<file path="config.mk">
export PLATFORM = sky130hd
export DESIGN_NAME = uart_rx
export DESIGN_NICKNAME = d
export VERILOG_FILES = /design/src/rtl/uart_rx.sv
export SDC_FILE = /design/constraint.sdc
export NUM_CORES = 1
export LEC_CHECK = 0
export ABC_AREA = 1
export CORE_UTILIZATION = 53
export CTS_CLUSTER_SIZE = 28
export DETAILED_ROUTE_END_ITERATION = 8
export PLACE_DENSITY = 0.79
export SETUP_SLACK_MARGIN = 0.3
export SYNTH_ARGS = -nofsm -noshare
export SYNTH_HDL_FRONTEND = slang
export SYNTH_SLANG_ARGS = --single-unit
</file>
<file path="constraint.sdc">
create_clock -name clk -period 4.1 [get_ports clk]
set_input_delay 0.41 -clock clk [delete_from_list [all_inputs] [get_ports clk]]
set_output_delay 0.41 -clock clk [all_outputs]
set_load 0.05 [all_outputs]
</file>
<file path="src/rtl/uart_rx.sv">
// uart_rx: oversampling UART receiver front end.
// Synchronises the asynchronous Rx line, frames start/data/parity/stop bits
// on Baud_Tick enables, and hands each good character straight to the
// receive FIFO through Rx_Data/Data_Rdy. Errored characters only raise
// Parity_Err / Frame_Err strobes and never touch Rx_Data.
module uart_rx #(
  parameter int DATA_BITS  = 8,   // 5..9, LSB first on the line
  parameter int OVERSAMPLE = 16,  // ticks per bit, even, >= 4
  parameter int PARITY_EN  = 1,   // 1: a parity bit follows the data bits
  parameter int PARITY_ODD = 0    // 1: odd parity, 0: even parity
) (
  input  logic                 clk,
  input  logic                 rst,
  input  logic                 Rx_In,
  input  logic                 Baud_Tick,
  output logic [DATA_BITS-1:0] Rx_Data,
  output logic                 Data_Rdy,
  output logic                 Parity_Err,
  output logic                 Frame_Err,
  output logic                 Rx_Busy
);

  localparam int SW = $clog2(OVERSAMPLE);
  localparam int IW = $clog2(DATA_BITS + 1);

  localparam logic [SW-1:0] SC_ZERO  = SW'(0);
  localparam logic [SW-1:0] SC_ONE   = SW'(1);
  localparam logic [SW-1:0] SC_HALF  = SW'(OVERSAMPLE / 2 - 1);
  localparam logic [SW-1:0] SC_LAST  = SW'(OVERSAMPLE - 1);
  localparam logic [IW-1:0] IDX_ZERO = IW'(0);
  localparam logic [IW-1:0] IDX_ONE  = IW'(1);
  localparam logic [IW-1:0] IDX_LAST = IW'(DATA_BITS - 1);
  localparam logic          PAR_EN   = (PARITY_EN != 0) ? 1'b1 : 1'b0;
  localparam logic          PAR_ODD  = (PARITY_ODD != 0) ? 1'b1 : 1'b0;

  typedef enum logic [2:0] {
    ST_IDLE   = 3'd0,
    ST_START  = 3'd1,
    ST_DATA   = 3'd2,
    ST_PARITY = 3'd3,
    ST_STOP   = 3'd4,
    ST_BREAK  = 3'd5
  } state_t;

  // Parity check: 1 means the received parity bit disagrees with the data.
  function automatic logic parity_mismatch(
    input logic [DATA_BITS-1:0] data,
    input logic                 bit_in,
    input logic                 odd
  );
    return (^data) ^ bit_in ^ odd;
  endfunction

  // Synchroniser flops; rx_r is the only view of the line the FSM uses.
  logic rx_meta_r;
  logic rx_r;

  // FSM state and datapath registers, with their next-state values.
  state_t                 state_r;
  state_t                 state_s;
  logic [SW-1:0]          sc_r;
  logic [SW-1:0]          sc_s;
  logic [IW-1:0]          idx_r;
  logic [IW-1:0]          idx_s;
  logic [DATA_BITS-1:0]   shift_r;
  logic [DATA_BITS-1:0]   shift_s;
  logic                   perr_r;
  logic                   perr_s;

  // Next values of the registered outputs.
  logic [DATA_BITS-1:0]   data_s;
  logic                   rdy_s;
  logic                   perr_strobe_s;
  logic                   ferr_s;
  logic                   busy_s;

  // Stop-bit decision point: the one clock where a character is judged.
  logic                   stop_sample_s;

  // Two-flop synchroniser for the asynchronous line; idles high.
  always_ff @(posedge clk) begin
    if (rst) begin
      rx_meta_r <= 1'b1;
      rx_r      <= 1'b1;
    end else begin
      rx_meta_r <= Rx_In;
      rx_r      <= rx_meta_r;
    end
  end

  // State register plus the counters and shift register that move with it.
  always_ff @(posedge clk) begin
    if (rst) begin
      state_r <= ST_IDLE;
      sc_r    <= SC_ZERO;
      idx_r   <= IDX_ZERO;
      shift_r <= '0;
      perr_r  <= 1'b0;
    end else begin
      state_r <= state_s;
      sc_r    <= sc_s;
      idx_r   <= idx_s;
      shift_r <= shift_s;
      perr_r  <= perr_s;
    end
  end

  // Next-state logic: everything advances only on Baud_Tick.
  always_comb begin
    state_s = state_r;
    sc_s    = sc_r;
    idx_s   = idx_r;
    shift_s = shift_r;
    perr_s  = perr_r;
    if (Baud_Tick) begin
      case (state_r)
        ST_IDLE: begin
          sc_s = SC_ZERO;
          if (!rx_r) begin
            state_s = ST_START;
          end else begin
            state_s = ST_IDLE;
          end
        end
        ST_START: begin
          if (sc_r == SC_HALF) begin
            sc_s = SC_ZERO;
            if (!rx_r) begin
              // Start bit confirmed at its centre; from here on sample
              // once per full bit period.
              state_s = ST_DATA;
              idx_s   = IDX_ZERO;
              perr_s  = 1'b0;
            end else begin
              // Low pulse shorter than half a bit: treat as a glitch.
              state_s = ST_IDLE;
            end
          end else begin
            sc_s = sc_r + SC_ONE;
          end
        end
        ST_DATA: begin
          if (sc_r == SC_LAST) begin
            sc_s    = SC_ZERO;
            shift_s = {rx_r, shift_r[DATA_BITS-1:1]};
            if (idx_r == IDX_LAST) begin
              idx_s   = IDX_ZERO;
              state_s = PAR_EN ? ST_PARITY : ST_STOP;
            end else begin
              idx_s = idx_r + IDX_ONE;
            end
          end else begin
            sc_s = sc_r + SC_ONE;
          end
        end
        ST_PARITY: begin
          if (sc_r == SC_LAST) begin
            sc_s    = SC_ZERO;
            perr_s  = parity_mismatch(shift_r, rx_r, PAR_ODD);
            state_s = ST_STOP;
          end else begin
            sc_s = sc_r + SC_ONE;
          end
        end
        ST_STOP: begin
          if (sc_r == SC_LAST) begin
            sc_s   = SC_ZERO;
            perr_s = 1'b0;
            if (rx_r) begin
              state_s = ST_IDLE;
            end else begin
              // Line still low at the stop centre: wait for it to return
              // high so a held-low line cannot look like a new start.
              state_s = ST_BREAK;
            end
          end else begin
            sc_s = sc_r + SC_ONE;
          end
        end
        ST_BREAK: begin
          sc_s = SC_ZERO;
          if (rx_r) begin
            state_s = ST_IDLE;
          end else begin
            state_s = ST_BREAK;
          end
        end
        default: begin
          state_s = ST_IDLE;
          sc_s    = SC_ZERO;
          idx_s   = IDX_ZERO;
          perr_s  = 1'b0;
        end
      endcase
    end else begin
      state_s = state_r;
    end
  end

  // Output logic: strobes are produced only at the stop-bit centre tick.
  always_comb begin
    data_s        = Rx_Data;
    rdy_s         = 1'b0;
    perr_strobe_s = 1'b0;
    ferr_s        = 1'b0;
    busy_s        = (state_s != ST_IDLE);
    stop_sample_s = Baud_Tick && (state_r == ST_STOP) && (sc_r == SC_LAST);
    if (stop_sample_s) begin
      if (rx_r) begin
        if (!perr_r) begin
          data_s = shift_r;
          rdy_s  = 1'b1;
        end else begin
          perr_strobe_s = 1'b1;
        end
      end else begin
        ferr_s        = 1'b1;
        perr_strobe_s = perr_r;
      end
    end else begin
      rdy_s = 1'b0;
    end
  end

  // Registered outputs; reset clears every strobe in the same clock.
  always_ff @(posedge clk) begin
    if (rst) begin
      Rx_Data    <= '0;
      Data_Rdy   <= 1'b0;
      Parity_Err <= 1'b0;
      Frame_Err  <= 1'b0;
      Rx_Busy    <= 1'b0;
    end else begin
      Rx_Data    <= data_s;
      Data_Rdy   <= rdy_s;
      Parity_Err <= perr_strobe_s;
      Frame_Err  <= ferr_s;
      Rx_Busy    <= busy_s;
    end
  end

endmodule
</file>
## After elaboration in Yosys (flattened, before gate mapping)

Index checks and enable logic that the tools add are counted.

- Register bits after elaboration: 34
- Bits of input ports: 4
- Output and inout bits: 12

- Add/subtract/negate cells: 2
- Eq/ne operators: 13
- Multiplexer cells: 27
- Bitwise logic cells: 6
- Reductions and logical operators: 14

Operators by type and width:

| operator | count |
|---|---|
| 4-bit two-way mux | 6 |
| 3-bit two-way mux | 7 |
| 3-bit one-hot mux with 6 select lines | 1 |
| 4-bit one-hot mux with 3 select lines | 1 |
| 2-bit != test (second input constant) | 5 |
| 1-bit two-way mux | 9 |
| 3-bit OR reduction | 3 |
| 4-bit by 1-bit adder with 4-bit output (second input constant) | 2 |
| 4-bit by 3-bit == test with 1-bit output (second input constant) | 2 |
| 4-bit one-hot mux with 2 select lines | 1 |
| 8-bit XOR reduction | 1 |
| 3-bit by 2-bit == test with 1-bit output (second input constant) | 2 |
| 3-bit == test (second input constant) | 2 |
| 3-bit AND reduction | 2 |
| 6-bit AND reduction | 1 |
| 1-bit NOT | 5 |
| 5-bit AND reduction | 1 |
| 4-bit == test (second input constant) | 1 |
| 1-bit one-hot mux with 4 select lines | 1 |
| 4-bit OR reduction | 1 |
| 3-bit by 1-bit == test with 1-bit output (second input constant) | 1 |
| 3-bit zero test | 1 |
| 3-bit nonzero test | 1 |
| 1-bit logical AND | 2 |
| other kinds (3) | 3 |

## Depth between registers and ports, before layout

- Depth after elaboration: 6
- Mapped depth: 11
- Depth with buffers taken out: 11

## Worst setup path before layout

OpenSTA, ideal clock, no wires.

- Kind: register -> register
- Start: register sc_r[0]
- End: register Rx_Data[6]
- Library setup time: 66 ps
- Arrival: 1341 ps
- Required time: 4034 ps
- Slack: 2692 ps
- Cell stages (with the launch flop): 9
- Period minus slack after synthesis: 1408 ps
- Cells stage by stage: dfxtp_1 -> ha_1 -> nand3_4 -> clkinv_2 -> nand3_4 -> nor2_4 -> buf_6 -> o21ai_1 -> a21oi_2

- Word-level cells in the longest chain between the ends: 3

Ends and longest elaborated chain:

| element | RTL line | source |
|---|---|---|
| from (decl) | 61 | `logic [SW-1:0] sc_r;` |
| from (signal assigned) | 101 | `sc_r <= sc_s;` |
| 4-bit == test | 207 | `stop_sample_s = Baud_Tick && (state_r == ST_STOP) && (sc_r == SC_LAST);` |
| 1-bit logical AND | 207 |  |
| 3-bit AND reduction (no line) | - |  |
| to (signal assigned) | 234 | `Rx_Data <= data_s;` |
| to (decl) | 16 | `output logic [DATA_BITS-1:0] Rx_Data,` |

No other way between the ends.
A chain may end at the register's enable or synchronous reset.

## Worst setup path in the final report

- Start: input port Baud_Tick
- End: register shift_r[1]

- Word-level cells in the longest chain between the ends: 1

Ends and longest elaborated chain:

| element | RTL line | source |
|---|---|---|
| from (decl) | 15 | `input logic Baud_Tick,` |
| 3-bit AND reduction (no line) | - |  |
| to (signal assigned) | 103 | `shift_r <= shift_s;` |
| to (decl) | 65 | `logic [DATA_BITS-1:0] shift_r;` |

No other way between the ends.

==> reports/metrics.csv <==
stage;metric;value;unit
status;status;finished, final reports clean;
cts;htree_levels;2;
sta;period_share;48.8;%
die;num_io_pins;16;
worst_setup_path;cp-endpoint;shift_r[1];
synthesis;syn_area;1700;um^2
global_routing;grt_pass1_wl;5.55;mm
place;io_buffers;15;
cts;post-cts-setup-buffers;0;
sta;slew_headroom;57.0;%
worst_setup_path;r2r_end;shift_r[1];
cts;clk_pin_slew_worst_paths;0.11;ns
pwr;internal_power;533;uW
worst_setup_path;arrival;2.25;ns
synthesis;avgSynthCellArea;7.28;um^2
worst_setup_path;cp-start-kind;input port;
routing;vias;1485;
worst_setup_path;cp_max_fo;14;
die;die_y;58.7;um
place;gp_congestion;0.938;
global_routing;grt_usage;21.9;%
routing;drc;0;
pwr;p_per_area;340;nW/um^2
finish;fill_cells;294;
cts;cts_buffers;5;
routing;routedWlPerCell;11.4;um
global_routing;grt_use_met2;34.2;%
routing;wl;3.36;mm
synthesis;synth_seq_cells;34;
synthesis;syn_inst;234;
worst_setup_path;crit_start;Baud_Tick;
synthesis;yosys.area.top_type_share;39.9;%
sta;rsz0062_at_grt;no;
synthesis;synthTopCellsByArea;dfxtp_1 (40%), nand2_1 (11%), nand3_1 (6.2%);
worst_setup_path;ff2ff_path_depth;6;
cts;clock_path_buffers;2;
global_routing;busiest_layer;met2;
worst_hold_path;hold_class;reg -> reg;
pwr;power_switching;140;uW
worst_hold_path;hold_path_depth;1;
die;start_util;55.8;%
routing;viasPerCell;5.03;
finish;fin_nets;256;
place;dpl_cell_area;1870;um^2
cts;cts_sinks;34;
worst_setup_path;crit_required;4.34;ns
sta;timing.final.hold_violations;0;
die;core-area;3050;um^2
pwr;p_comb_share;4.2;%
synthesis;synth_fp_nets;240;
pwr;clkPwrFrac;45.9;%
global_routing;overflow;0;
sta;slew_violations;0;
finish;drive_above_1_share;13.5;%
finish;antenna_cells;0;
sta;finalClockSkew;0.00875;ns
sta;worst_pin_slew;0.644;ns
pwr;ir_worst_vdd;0.000219;V
sta;post-route-min-period;2.00;ns
finish;syn_to_final_growth;16.1;%
global_routing;grt_max_degree;25;
pwr;seqPwrFrac;49.8;%
sta;hold_slack;0.425;ns
synthesis;ys_seq_area_share;39.9;%
die;dieArea;3450;um^2
place;post-dp-hpwl;2.33;mm
worst_setup_path;r2r_start;sc_r[0];
synthesis;yosys_warnings;0;
cts;cts_tree;done;
cts;clk_latency;0.34;ns
pwr;finalPower;673;uW
routing;drt_iter0_drc;59;
sta;setup_tns;0;ns
die;fp-row-count;20;
die;die_w;58.7;um
routing;firstDrtPassIters;4;
sta;setup_violations;0;
global_routing;met1_usage;28.8;%
job;drv_cap;0;
cts;root_buffer;clkbuf_4;
synthesis;synth_area_leader_cell;dfxtp_1;
global_routing;use_met3;6.59;%
global_routing;grt_pass1_vias;1254;
global_routing;antenna_found_initial;0;
pwr;p_sw_share;20.8;%
worst_setup_path;end_kind;flop;
cts;ctsHoldBuffers;0;
sta;fmax;0.500;GHz
worst_setup_path;reg2reg_slack;2.25;ns
finish;utilization;64.8;%
cts;post_cts_resized;0;
synthesis;yosysUniqueCellTypes;27;
worst_setup_path;crit_type;in -> reg;
routing;ant_nets;0;
pwr;leakagePower;0.000814;uW
finish;stdcell_area;1980;um^2
-- power groups by stage --
stage | clock network [uW] | registers (uW) | logic, uW
2_1_floorplan | 0 | 343 | 19.3
3_3_place_gp | 0 | 343 | 28.2
3_5_place_dp | 0 | 343 | 28.5
4_1_cts | 318 | 335 | 28.6
5_1_grt | 329 | 336 | 32.1
6_report | 309 | 335 | 28.5
-- kinds of logic after synthesis --
kind of cell	share of synthesized area, %
simple gates	33.8
compound gates	15.3
flops	39.9
buf+inv	8.00
xor+xnor	1.54
fa+ha+maj	1.47
-- worst min path at each step --
stage / startpoint / end / slack, ns
2_1_floorplan: rx_meta_r / rx_r / 0.39
3_3_place_gp: rx_meta_r / rx_r / 0.39
3_5_place_dp: rx_meta_r / rx_r / 0.40
4_1_cts: rx_meta_r / rx_r / 0.43
5_1_grt: rx_meta_r / rx_r / 0.46
6_report: rx_meta_r / rx_r / 0.43
-- state kept, by name, summed over array words and instances, names as in the netlist, 3 cells and up --
signal / count
state_r: 3
shift_r: 8
idx_r: 4
Rx_Data: 8
sc_r: 4
-- cell type report --
class	instances	area, um^2	area share (%)
Multi-Input combinational cell	170	887	44.8
Tap cell	44	55.1	2.78
Sequential cell	34	681	34.4
Clock buffer	5	37.5	1.90
Inverter	24	98.8	5.00
Timing Repair Buffer	15	150	7.59
Clock inverter	3	68.8	3.48
-- synthesized netlist by cell type --
| cell type | instances |
|---|---|
| nand2_1 | 49 |
| buf_6 | 2 |
| or2_2 | 2 |
| inv_2 | 4 |
| nor2_1 | 26 |
| ha_1 | 2 |
| a21oi_1 | 18 |
| nand2_2 | 3 |
| clkbuf_1 | 4 |
| nor3_4 | 1 |
| nand4_1 | 2 |
| nand2_4 | 1 |
| xnor2_1 | 1 |
| o21ai_1 | 8 |
| nor3_1 | 8 |
| dfxtp_1 | 34 |
| xor2_1 | 2 |
| o211ai_1 | 1 |
| a21oi_2 | 6 |
| inv_1 | 16 |
| inv_4 | 3 |
| o21ai_0 | 14 |
| nor2_4 | 2 |
| nor2_8 | 1 |
| nand3_1 | 21 |
| clkinv_2 | 1 |
| nand3_4 | 2 |
-- routing by layer --
| metal | up-vias | routed length [um] |
|---|---|---|
| met5 | - | 0 |
| met4 | 0 | 20 |
| met2 | 35 | 1540 |
| met3 | 2 | 177 |
| met1 | 642 | 1630 |
| li1 | 806 | - |
-- critical path: stages --
cell and delay (ns):
clkdlybuf4s50_1 0.76, inv_2 0.16, nor3_4 0.53, inv_1 0.15, o21ai_0 0.18, a21oi_1 0.05
-- layout by cell type (no fill, tap or decap), types with 8 or more instances in the layout --
| cell | count |
|---|---|
| nand3_1 | 21 |
| clkdlybuf4s50_1 | 15 |
| a21oi_1 | 18 |
| o21ai_1 | 8 |
| inv_1 | 16 |
| nor2_1 | 26 |
| nand2_1 | 49 |
| dfxtp_1 | 34 |
| nor3_1 | 8 |
| o21ai_0 | 14 |
-- metrics by stage --
stage,std cells,worst slack [ns]
after floorplan,234,2.69
after global placement,287,1.83
after detailed placement,287,1.75
after CTS,295,2.13
after global routing,295,2.01
final,295,2.10
Power figures use the tool's default switching activity.
==> RTL change 1, RTL diff (config.mk and constraints unchanged) <==
Make the reset (`rst`) asynchronous in 3 clocked blocks.
--- a/src/rtl/uart_rx.sv
+++ b/src/rtl/uart_rx.sv
@@ -79,5 +79,5 @@
 
   // Two-flop synchroniser for the asynchronous line; idles high.
-  always_ff @(posedge clk) begin
+  always_ff @(posedge clk or posedge rst) begin
     if (rst) begin
       rx_meta_r <= 1'b1;
@@ -90,5 +90,5 @@
 
   // State register plus the counters and shift register that move with it.
-  always_ff @(posedge clk) begin
+  always_ff @(posedge clk or posedge rst) begin
     if (rst) begin
       state_r <= ST_IDLE;
@@ -224,5 +224,5 @@
 
   // Registered outputs; reset clears every strobe in the same clock.
-  always_ff @(posedge clk) begin
+  always_ff @(posedge clk or posedge rst) begin
     if (rst) begin
       Rx_Data    <= '0;
Function: differs if rst is asserted again (counterexample within 4 cycles, from zero or initial values and one cycle with rst high); with rst held inactive, the same outputs for 10 cycles.
==> RTL change 1 against the original RTL <==
Sequential cell count unchanged; worst setup slack improved by 0.059 ns; sequential share of layout area increased by 6.0 points; first-iteration DRC count increased by 64%; critical path depth decreased by 5; routed wire length decreased by 1.9%; cell area increased by 6.8%; synthesized cell count increased by 0.43%; synthesized area increased by 6.5%; worst hold slack got worse by 0.050 ns.
Power is not compared: it rests on default switching activity, and its combinational part moved more than twofold at a synthesized area within 25%.
==> RTL change 1: results (changes against the original RTL) <==
hold depth=0 (-1); crit path launch=Rx_Data[4]$_DFFE_PP0P_; reg-to-reg startpoint=sc_r[0]$_DFFE_PP0P_; largest net degree at the start of global routing=35 (+40%); worst r2r dst=Rx_Data[6]$_DFFE_PP0P_; Max-slew headroom=66.73% (+9.7 points); startpoint of the worst hold path=rx_meta_r$_DFF_PP1_; Async SR Flop Fraction=100.0% (+100 points); vias in the first global route=1335 (+6.5%); Worst Hold Path EP=rx_r$_DFF_PP1_; grt met1 use=30.06% (+1.2 points); first-pass GRT wire length=5713 um (+3.0%); top post-synthesis cells by count=nand2_1, dfrtp_1, inv_1; R2R Setup Slk=2.41 ns (+0.16 ns); sequential group share of total power=45.4%; critical path peak fanout=2 (-12); met3 GRT Util=5.757% (-0.84 points); CP Capture Point=Rx_Data[4]; Critical Path Max Stage Delay=0.81 ns (+0.05 ns); Post-DP Area=0.002002 mm2 (+7.0%); final WL=3298 um (-1.9%); maximum root-to-sink buffer count=2 (unchanged); met2 Usage GRT=32.18% (-2.0 points); share of cells above drive strength 1=10.94% (-2.6 points); DRT met1 WL=1657 um (+1.8%); sequential fraction of the synthesis area=47.00% (+7.1 points); Setup Skew=0.01461 ns (+0.005863 ns); drt pass-1 iters=4 (unchanged); GRT Resource Usage Total=21.58% (-0.37 points); Routability Congestion=0.8810 (-6.0%); Via Count=1494 (+0.61%); DRT iter0 DRCs=97 (+64%); crit path DAT=1.53 ns (-0.72 ns); WL met2=1453 um (-5.4%); main area contributors after synthesis=dfrtp_1, nand2_1, inv_1, o21ai_0, nand3_1; Layout Nets=261 (+2.0%); metal3 WL=159 um (-10%); outcome=finished, final reports clean; P_int=0.0006150 W
[RTL change 1: changes by cell type in the layout (fill, tap and decap cells not counted), sizes merged, moves of 8 or more]
| cell | change |
|---|---|
| dfxtp | -34 |
| dfrtp | +32 |
| a21oi | -21 |
| nand2 | +42 |
| nand3 | -8 |
| nor2 | -12 |
[RTL change 1: worst register-to-register path, delay by kind of cell (launching register included)]
family / cells / cell delay, ns
compound gates: 1 / 0.07
fa+ha+maj: 1 / 0.22
buf+inv: 1 / 0.07
flops: 1 / 0.41
simple gates: 5 / 0.82
[RTL change 1: kinds of logic (layout without fill, tap and decap cells)]
family | Yosys count | count (layout) | share of synthesized area, %
AND/OR/NAND/NOR | 132 | 132 | 31.91
flip-flops | 34 | 34 | 47.00
adder cells (fa/ha/maj) | 2 | 2 | 1.378
AO/OA/AOI/OAI | 32 | 32 | 10.68
XOR/XNOR | 3 | 3 | 1.448
buffers and inverters | 32 | 53 | 7.581
[RTL change 1: area by class of cell]
| cell class | instances | area [um2] |
|---|---|---|
| multi-input combinational | 169 | 824.5 |
| tap | 44 | 55.05 |
| clock buffer | 6 | 51.30 |
| timing repair buffer | 16 | 157.7 |
| clock inverter | 2 | 60.06 |
| inverter | 29 | 111.4 |
| sequential | 34 | 853.3 |
| fill | 280 | 1040 |
[RTL change 1: through the flow]
step | total power (W) | cells | hold slack [ns] | util (%) | setup slack [ns]
3_3_place_gp | 0.0005276 | 292 | 0.3463 | 63.49 | 1.915
3_5_place_dp | 0.0005308 | 292 | 0.3482 | 63.49 | 1.855
5_1_grt | 0.0008877 | 300 | 0.3758 | 67.02 | 2.082
6_report | 0.0008437 | 300 | 0.3758 | 67.02 | 2.158
2_1_floorplan | 0.0004930 | 235 | 0.3452 | - | 2.632
4_1_cts | 0.0008485 | 300 | 0.3736 | 67.02 | 2.134
==> RTL change 2, RTL diff (same flow settings) <==
Made on the original files. Set the parameter `PARITY_EN` to 0 (it was 1).
--- a/src/rtl/uart_rx.sv
+++ b/src/rtl/uart_rx.sv
@@ -7,5 +7,5 @@
   parameter int DATA_BITS  = 8,   // 5..9, LSB first on the line
   parameter int OVERSAMPLE = 16,  // ticks per bit, even, >= 4
-  parameter int PARITY_EN  = 1,   // 1: a parity bit follows the data bits
+  parameter int PARITY_EN  = 0,   // 1: a parity bit follows the data bits
   parameter int PARITY_ODD = 0    // 1: odd parity, 0: even parity
 ) (
Formal check against the unedited RTL: no difference found for any inputs over 10 cycles, from zero or initial values and one cycle with rst high; that may be too few to reach the edited logic, so the function may still have changed.
==> RTL change 2 against the original RTL <==
The flow now finishes with violations (design-rule violations); routed wire length fell by 7.3%; synthesized area shrank 4.1%; total power grew 0.98%; combinational power fell by 5%; worst setup slack improved by 0.013 ns; cell area fell by 4.0%; sequential cell count stayed put; clock skew hardly changed; clock power grew 3%; die area shrank 4.0%; worst hold slack better by 0.017 ns; largest power group unchanged.
==> RTL change 2: results (changes against the original RTL) <==
GRT Resource Usage Total=21.59% (-0.36 points); worst r2r dst=Rx_Data[0]$_SDFFE_PP0P_; DRT met1 WL=1547 um (-4.9%); post-synthesis net count=237 (-1.3%); DRT iter0 DRCs=66 (+12%); Root Buffer=clkbuf_4; metal3 WL=161 um (-9.0%); met2 Usage GRT=31.56% (-2.6 points); Leak Pwr=0.8179 nW (+0.53%); violated checks=design-rule violations; Chip Width=57.53 um (-2.0%); grt met1 use=28.59% (-0.24 points); critical path peak fanout=16 (+2); first-pass GRT wire length=5451 um (-1.7%); drt pass-1 iters=6 (+2); outcome=finished, violations left; vias in the first global route=1247 (-0.56%); sw frac=19.28% (-1.5 points); share of cells above drive strength 1=9.639% (-3.9 points); Post-DP Area=0.001788 mm2 (-4.5%); Post-CTS Resized=0 (unchanged); DR DRC count=2 (+2); Reg2Reg Depth=9 (+3); initial antenna violation count=0 (unchanged); crit-path leading delay family=buffers and inverters; Max-slew headroom=53.61% (-3.4 points); Critical Path Max Stage Delay=0.65 ns (-0.11 ns); Setup Skew=0.008767 ns (+0.00001826 ns); final WL=3118 um (-7.3%); crit path DAT=2.27 ns (+0.02 ns); largest net degree at the start of global routing=26 (+4.0%); WL met2=1372 um (-11%); met3 GRT Util=7.710% (+1.1 points); Layout Nets=254 (-0.78%); sequential fraction of the synthesis area=41.65% (+1.7 points); Distinct cells, synth=26 (-3.7%); Post-DP HPWL=2246 um (-3.5%); Routability Congestion=0.8260 (-12%); pre-CTS setup slack=1.720 ns (-0.02529 ns); top post-synthesis cells by count=nand2_1, dfxtp_1, a21oi_1, nor2_1, inv_1; prevailing post-synth register cell=dfxtp_1; R2R Setup Slk=2.20 ns (-0.05 ns); DR vias/cell=5.279 (+4.9%)
[RTL change 2: cell count changes in the layout (fill, tap and decap cells not counted), sizes merged]
cell     change
nand3        -5
nor3         -4
and3         +1
a21oi        +3
a31oi        +1
nor2         -1
inv          +5
o2111ai      +1
clkinv       -2
nand2        -1
nand4        -1
clkbuf       +1
[RTL change 2: how the worst max path moves through the flow]
| stage | end | cells after the start | slack, ns | from |
|---|---|---|---|---|
| 2_1_floorplan | Rx_Data[6]$_SDFFE_PP0P_ | 10 | 2.57 | sc_r[0]$_SDFFE_PP0P_ |
| 3_3_place_gp | Rx_Data[0]$_SDFFE_PP0P_ | 7 | 1.79 | Baud_Tick |
| 3_5_place_dp | Rx_Data[0]$_SDFFE_PP0P_ | 7 | 1.72 | Baud_Tick |
| 4_1_cts | Rx_Data[6] | 1 | 2.12 | Rx_Data[6]$_SDFFE_PP0P_ |
| 5_1_grt | Rx_Data[3]$_SDFFE_PP0P_ | 9 | 1.88 | sc_r[0]$_SDFFE_PP0P_ |
| 6_report | Rx_Data[0]$_SDFFE_PP0P_ | 7 | 2.11 | Baud_Tick |
[RTL change 2: area by class of cell]
type                    instances  area, um2
fillers                       238      929.6
multi-input cells             164      813.3
flip-flops and latches         34      680.7
repair buffers                 15      150.1
inverters                      28      105.1
clock inverters                 2      60.06
clock buffers                   6      51.30
well taps                      31      38.79
[RTL change 2: cells by family after synthesis]
kind of cell               after synthesis  share of synthesized area (%)
buffers and inverters                   33                          8.576
and+or+nand+nor                        107                          29.33
AOI/OAI and AO/OA                       52                          17.31
adders and majority gates                2                          1.531
DFF                                     34                          41.65
xor gates and xnor gates                 3                          1.608
[RTL change 2: power groups by stage]
| stage | combinational [W] | clock (W) | sequential (W) |
|---|---|---|---|
| floorplan | 0.0000185 | 0 | 0.000343 |
| global placement | 0.0000267 | 0 | 0.000343 |
| detailed placement | 0.0000270 | 0 | 0.000343 |
| CTS | 0.0000270 | 0.000327 | 0.000335 |
| global route | 0.0000306 | 0.000341 | 0.000336 |
| finish | 0.0000271 | 0.000317 | 0.000335 |
[RTL change 2: worst reg2reg max path: cells and delay by family (launching register included)]
kind,cells,cell delay [ns]
and+or+nand+nor,5,0.87
buffers and inverters,1,0.09
DFF,1,0.38
adders and majority gates,1,0.20
AOI/OAI and AO/OA,2,0.30
[RTL change 2: per-stage QoR]
stage	util [%]	hold slack (ns)	std cells	power, W
3_3_place_gp	63.20	0.3927	272	0.0003693
6_report	67.14	0.4422	280	0.0006793
3_5_place_dp	63.20	0.4139	272	0.0003696
2_1_floorplan	-	0.3895	231	0.0003617
5_1_grt	67.14	0.4582	280	0.0007075
4_1_cts	67.14	0.4332	280	0.0006886
